**config.mk**
```make
export PLATFORM = sky130hd
export DESIGN_NAME = mac_result_encoder
export DESIGN_NICKNAME = d
export VERILOG_FILES = /design/src/rtl/tx_pkg.sv /design/src/rtl/mac_round_rne.sv /design/src/rtl/mac_result_encoder.sv
export SDC_FILE = /design/constraint.sdc
export NUM_CORES = 1
export LEC_CHECK = 0
export BUFFER_PORTS_ARGS = -buffer_cell sky130_fd_sc_hd__buf_4
export CAP_MARGIN = 30
export CORE_ASPECT_RATIO = 1.2
export CORE_MARGIN = 2
export CORE_UTILIZATION = 45
export CTS_CLUSTER_DIAMETER = 40
export DETAILED_ROUTE_END_ITERATION = 12
export HOLD_SLACK_MARGIN = 0.03
export PLACE_DENSITY = 0.66
export REMOVE_ABC_BUFFERS = 1
export SLEW_MARGIN = 0
export SYNTH_ARGS = -nofsm -noshare
export SYNTH_HDL_FRONTEND = slang
export SYNTH_SLANG_ARGS = --single-unit
```
**constraint.sdc**
```tcl
create_clock -name clk -period 4.7 [get_ports clk]
set_input_delay 0.94 -clock clk [delete_from_list [all_inputs] [get_ports clk]]
set_output_delay 0.94 -clock clk [all_outputs]
set_load 0.01 [all_outputs]
```
**src/rtl/tx_pkg.sv**
```systemverilog
// tx_pkg: shared MAC datatype and result-encoder constants
// plus the S1 -> S2 bundle of the result encoder
package tx_pkg;

  typedef enum logic [1:0] {
    DT_FP16 = 2'd0,
    DT_FP8  = 2'd1,
    DT_INT9 = 2'd2
  } mac_datatype;

  localparam int FP16_BIAS = 15;
  localparam int FP8_BIAS  = 7;

  localparam logic [15:0] FP16_MAXFIN = 16'h7BFF;
  localparam logic [7:0]  FP8_MAXFIN  = 8'h7E;

  localparam int INT9_MAX = 255;
  localparam int INT9_MIN = -256;

  typedef struct packed {
    mac_datatype       dt;
    logic              zero;
    logic              sign;
    logic signed [9:0] bexp;
    logic [9:0]        keep;
    logic              guard;
    logic              sticky;
    logic [13:0]       mant;
  } s1_t;

endpackage

```
**src/rtl/mac_round_rne.sv**
```systemverilog
// mac_round_rne: round-to-nearest-even of a truncated mantissa
// carry reports a wrap of the mantissa into the exponent
module mac_round_rne #(
  parameter int W = 10
) (
  input  logic [W-1:0] mant,
  input  logic         guard,
  input  logic         sticky,
  output logic [W-1:0] rounded,
  output logic         carry
);

  logic inc;

  assign inc = guard & (sticky | mant[0]);

  assign {carry, rounded} =
    {1'b0, mant} + {{W{1'b0}}, inc};

endmodule

```
**src/rtl/mac_result_encoder.sv**
```systemverilog
// mac_result_encoder: packs normalized s/e/m beats
// into FP16, FP8 E4M3 or INT9 through two stages
module mac_result_encoder
  import tx_pkg::*;
(
  input  logic              clk,
  input  logic              reset,
  input  logic              i_valid,
  output logic              o_ready,
  input  mac_datatype       i_datatype,
  input  logic              i_iszero,
  input  logic              i_sign,
  input  logic signed [7:0] i_exp,
  input  logic [13:0]       i_mant,
  output logic              o_valid,
  input  logic              i_ready,
  output logic [15:0]       o_data,
  output logic              o_overflow,
  output logic              o_underflow
);

  logic signed [9:0] bias;
  logic signed [9:0] e_b;
  logic [9:0]        sh_raw;
  logic [3:0]        sh;
  logic              sub;
  logic [13:0]       mask;
  logic [12:0]       shd;
  logic              lost;

  s1_t  s1_d;
  s1_t  s1_q;
  logic s1_valid;
  logic s2_adv;

  logic [9:0]        r16;
  logic              c16;
  logic [2:0]        r8;
  logic              c8;
  logic signed [9:0] ef16;
  logic signed [9:0] ef8;
  logic [8:0]        iv;
  logic [15:0]       d_data;
  logic              d_ovf;
  logic              d_unf;

  assign s2_adv  = ~o_valid | i_ready;
  assign o_ready = ~s1_valid | s2_adv;

  // S1: bias, subnormal alignment, guard/sticky
  always_comb begin
    bias = (i_datatype == DT_FP8) ?
      10'(FP8_BIAS) : 10'(FP16_BIAS);
    e_b = $signed({{2{i_exp[7]}}, i_exp}) + bias;
    sub = (e_b <= 10'sd0);
    sh_raw = 10'd1 - $unsigned(e_b);
    sh = 4'd0;
    if (sub)
      sh = (sh_raw > 10'd14) ? 4'd14 : sh_raw[3:0];
    mask = (14'd1 << sh) - 14'd1;
    lost = |(i_mant & mask);
    shd = 13'(i_mant >> sh);

    s1_d = '0;
    s1_d.dt = i_datatype;
    s1_d.zero = i_iszero;
    s1_d.sign = i_sign;
    s1_d.mant = i_mant;
    s1_d.bexp = sub ? 10'sd0 : e_b;
    unique case (1'b1)
      (i_datatype == DT_FP8): begin
        s1_d.keep = {7'b0, shd[12:10]};
        s1_d.guard = shd[9];
        s1_d.sticky = (|shd[8:0]) | lost;
      end
      (i_datatype == DT_FP16): begin
        s1_d.keep = shd[12:3];
        s1_d.guard = shd[2];
        s1_d.sticky = (|shd[1:0]) | lost;
      end
      default: begin
        s1_d.keep = '0;
        s1_d.guard = 1'b0;
        s1_d.sticky = 1'b0;
      end
    endcase
  end

  mac_round_rne #(
    .W(10)
  ) u_rne16 (
    .mant    (s1_q.keep),
    .guard   (s1_q.guard),
    .sticky  (s1_q.sticky),
    .rounded (r16),
    .carry   (c16)
  );

  mac_round_rne #(
    .W(3)
  ) u_rne8 (
    .mant    (s1_q.keep[2:0]),
    .guard   (s1_q.guard),
    .sticky  (s1_q.sticky),
    .rounded (r8),
    .carry   (c8)
  );

  // S2: rounding carry, saturation, packing
  always_comb begin
    ef16 = s1_q.bexp + $signed({9'b0, c16});
    ef8 = s1_q.bexp + $signed({9'b0, c8});
    d_data = '0;
    d_ovf = 1'b0;
    d_unf = 1'b0;
    iv = '0;
    unique case (1'b1)
      (s1_q.dt == DT_INT9): begin
        if (s1_q.zero) begin
          iv = '0;
        end else if (s1_q.sign) begin
          d_ovf = s1_q.mant > 14'(-INT9_MIN);
          iv = d_ovf ? 9'(INT9_MIN) :
            9'd0 - s1_q.mant[8:0];
        end else begin
          d_ovf = s1_q.mant > 14'(INT9_MAX);
          iv = d_ovf ? 9'(INT9_MAX) :
            s1_q.mant[8:0];
        end
        d_data = {7'b0, iv};
      end
      (s1_q.dt == DT_FP8): begin
        if (s1_q.zero) begin
          d_data = {8'b0, s1_q.sign, 7'b0};
        end else if (ef8 > 10'sd15 ||
            (ef8 == 10'sd15 && r8 == 3'd7)) begin
          // S.1111.111 is reserved, so 0x7E is the ceiling
          d_data = {8'b0, s1_q.sign, FP8_MAXFIN[6:0]};
          d_ovf = 1'b1;
        end else begin
          d_data = {8'b0, s1_q.sign, ef8[3:0], r8};
          d_unf = (ef8 == 10'sd0) && (r8 == 3'd0);
        end
      end
      default: begin
        if (s1_q.zero) begin
          d_data = {s1_q.sign, 15'b0};
        end else if (ef16 >= 10'sd31) begin
          d_data = {s1_q.sign, FP16_MAXFIN[14:0]};
          d_ovf = 1'b1;
        end else begin
          d_data = {s1_q.sign, ef16[4:0], r16};
          d_unf = (ef16 == 10'sd0) && (r16 == 10'd0);
        end
      end
    endcase
  end

  always_ff @(posedge clk) begin
    if (reset) begin
      s1_valid <= 1'b0;
      s1_q <= '0;
      o_valid <= 1'b0;
      o_data <= '0;
      o_overflow <= 1'b0;
      o_underflow <= 1'b0;
    end else begin
      if (o_ready) begin
        s1_valid <= i_valid;
        if (i_valid)
          s1_q <= s1_d;
      end
      if (s2_adv) begin
        o_valid <= s1_valid;
        if (s1_valid) begin
          o_data <= d_data;
          o_overflow <= d_ovf;
          o_underflow <= d_unf;
        end
      end
    end
  end

endmodule

```
==> summary.md <==
| Metric | Value |
|---|---|
| Initial DRC Count | `419` |
| Final-report hold violation count | `0` |
| Vias in the first global route | `5,625` |
| Max stage delay cell, worst path | `a2111o_1` |
| Placed cells | `929` |
| Die ar. | `12,200 um2` |
| Post-synth EDFFs | `0` |
| Peak VDD IR | `0.000190 V` |
| Post-DP HPWL | `13,100 um` |
| Max incr delay on CP | `0.40 ns` |
| Register bit total from synthesis | `59` |
| Antenna diodes | `0` |
| Pre-antenna DRT Iters | `7` |
| Die H | `121 um` |
| Global-route wire length before repair | `27,800 um` |
| # clock sinks | `59` |
| Routed via count | `5,863` |
| Yosys warnings | `0` |
| Slew Viols, Final | `0` |
| Cell mode on critical path | `buf_4` |
| Crit-path cells | `buf_4 > nand2b_1 > ha_4 > o31a_1 > or2_1 > o31ai_2 > o221a_2 > buf_4 > o21ai_4 > nor2_1 > nand2_1 > ha_1 > a21boi_1 > o311a_1 > a22o_1 > a2111o_1 > nor4_2 > o32ai_1` |
| Hold WC Path Type | `flip-flop to flip-flop` |
| Synth unique cells | `86` |
| Largest net degree at the start of global routing | `61` |
| # DRC | `0` |
| Share of layout cells above drive strength 1 | `21.5%` |
| Period Utilization, post-route | `94.6%` |
| Total GRT Usage | `28.7%` |
| TritonCTS clock tree | `built` |
| Setup TNS | `0 ns` |
| CTS Buf Count | `9` |
| Core area | `11,000 um2` |
| # rows | `42` |
| Nets@finish | `852` |
| Seq/Total Area, Yosys | `23.2%` |
| Max capacitance violation total | `0` |
| DR vias/cell | `6.20` |
| Hold slack | `0.455 ns` |
| Synthesized area per cell | `7.12 um2` |
| H-Tree Level Count | `3` |
| Area of the mapped netlist | `5090 um2` |
| Port Buf Inserts | `49` |
| Synth Flop Type | `dfxtp_1` |
| Synth cell count leaders | `nand2_1 (101), nor2_1 (84), a21oi_1 (71)` |
| Hold Buf Count CTS | `0` |
| GPL Wtd Cong | `0.985` |
| Ys async rst share | `0%` |
| Crit-path leading delay family | `compound AO/OA/AOI/OAI gates` |
| Worst Skew | `0.00728 ns` |
| Min cycle time layout | `4.45 ns` |
| Status | `completed` |
| Count of final setup violators | `0` |
| Fin cells | `945` |
| Clock slew at reported path FFs | `0.06 ns` |
| Worst setup SP type | `primary input` |
| Aggregate routed wire length | `17,400 um` |
| Final core occ | `57.6%` |
| Static Leak | `2.53 nW` |
| Io pins | `50` |
| Critical path arrival | `4.64 ns` |
| Post-synthesis cell count | `716` |
| WL/cell | `18.4 um` |
| Yosys top cell by area | `dfxtp_1` |
| Post-route ant nets | `0` |
| Normalized max-slew margin | `60.6%` |
| Fmax | `0.225 GHz` |
| Critical path class | `primary input to flip-flop` |
| Die width | `101 um` |
| Area Overhead vs Synth | `24.8%` |
| Clk_lat worst skew | `0.34 ns` |
| Initial antenna violation count | `0` |
| Pwr/cell area | `286 nW/um2` |
| Crit path buf inv count | `2` |
| Initial Util | `46.2%` |
| Total gr overflow | `0` |
| Top post-synthesis cells by area | `dfxtp_1 (23%), nand2_1 (7.4%), a21oi_1 (7.0%), nor2_1 (6.2%), ha_1 (3.4%)` |
| CP max FO | `4` |
| Req. time, crit path | `4.90 ns` |
| Top-count cell post-synth | `nand2_1` |
| Yosys top cell area share | `23.2%` |
| Maximum root-to-sink buffer count | `2` |
| Clk root buf | `clkbuf_16` |
| Least-Margin Pin Slew | `0.577 ns` |
| Crit end category | `flip-flop` |
tightest hold or removal path: cells and delay by family (launching register included):
| kind | cells | cell delay (ns) |
|---|---|---|
| AO/OA/AOI/OAI | 1 | 0.05 |
| flip-flops | 1 | 0.31 |
| AND/OR/NAND/NOR | 1 | 0.05 |
metal layers:
metal	global-route usage [%]	routed length, um	share of wire [%]	vias to the layer above
met5	0	0	0	-
met4	18.5	1030	5.9	0
met3	4.57	1080	6.2	65
met2	48.5	8290	48	245
met1	33.3	6950	40	2721
li1	-	-	-	2832
cell families after synthesis:
| family | after synthesis | share of synthesized area, % |
|---|---|---|
| AND/OR/NAND/NOR | 302 | 27.6 |
| AO/OA/AOI/OAI | 233 | 32.6 |
| buffers and inverters | 71 | 6.11 |
| flip-flops | 59 | 23.2 |
| XOR/XNOR | 25 | 4.59 |
| adder cells (fa/ha/maj) | 14 | 3.44 |
| multiplexers | 12 | 2.46 |
stage by stage:
step	area (um2)	power, W	setup WS, ns
floorplan	4870	0.000863	-0.941
global placement	6010	0.00110	-0.118
detailed placement	6010	0.00111	-0.168
CTS	6340	0.00181	0.127
global route	6360	0.00190	-0.0144
finish	6360	0.00182	0.254
repair_timing:
| action | CTS | global route |
|---|---|---|
| buffers inserted | 0 | 0 |
| gates resized for setup | 0 | 5 |
| endpoints found under the setup margin | 0 | 2 |
flip-flops by register name, indices dropped and copies added, names as in the netlist:
name / flops
s1_q: 39
o_data: 16
s1_valid: 1
o_overflow: 1
o_valid: 1
o_underflow: 1
layout by cell type, fill, tap and decap left out, drive strengths merged, types with 13 or more instances in the layout:
cell    netlist  routed
ha           14      14
xnor2        16      16
dfxtp        59      59
inv          23      24
nor3         34      34
a22oi        13      13
o211ai       14      14
nand2       102     102
o22ai        18      18
nand3        23      23
nor2         86      86
buf          19     128
o21ai        23      23
a21oi        72      72
power breakdown:
part	internal [W]	switching, W
Clock	0.000466	0.000240
Sequential	0.000525	0.0000261
Combinational	0.000236	0.000326
cell type report:
cell class,instances,area (um2)
Clock buffer,9,225
Clock inverter,7,101
Fill cell,1064,4680
Inverter,24,90.1
Multi-Input combinational cell,586,3620
Sequential cell,59,1180
Tap cell,132,165
Timing Repair Buffer,128,973
worst paths after layout:
kind | start | endpoint | slack (ns) | cells past startpoint
worst max-delay path | i_datatype[1] | s1_q[14] | 0.25 | 18
worst min-delay path | s1_q[9] | s1_q[9] | 0.46 | 2
worst min register to register | s1_q[9] | s1_q[9] | 0.46 | 2
worst max register to register | s1_q[15] | o_data[3] | 1.15 | 15
No activity file was read; power rests on OpenSTA's default activity.
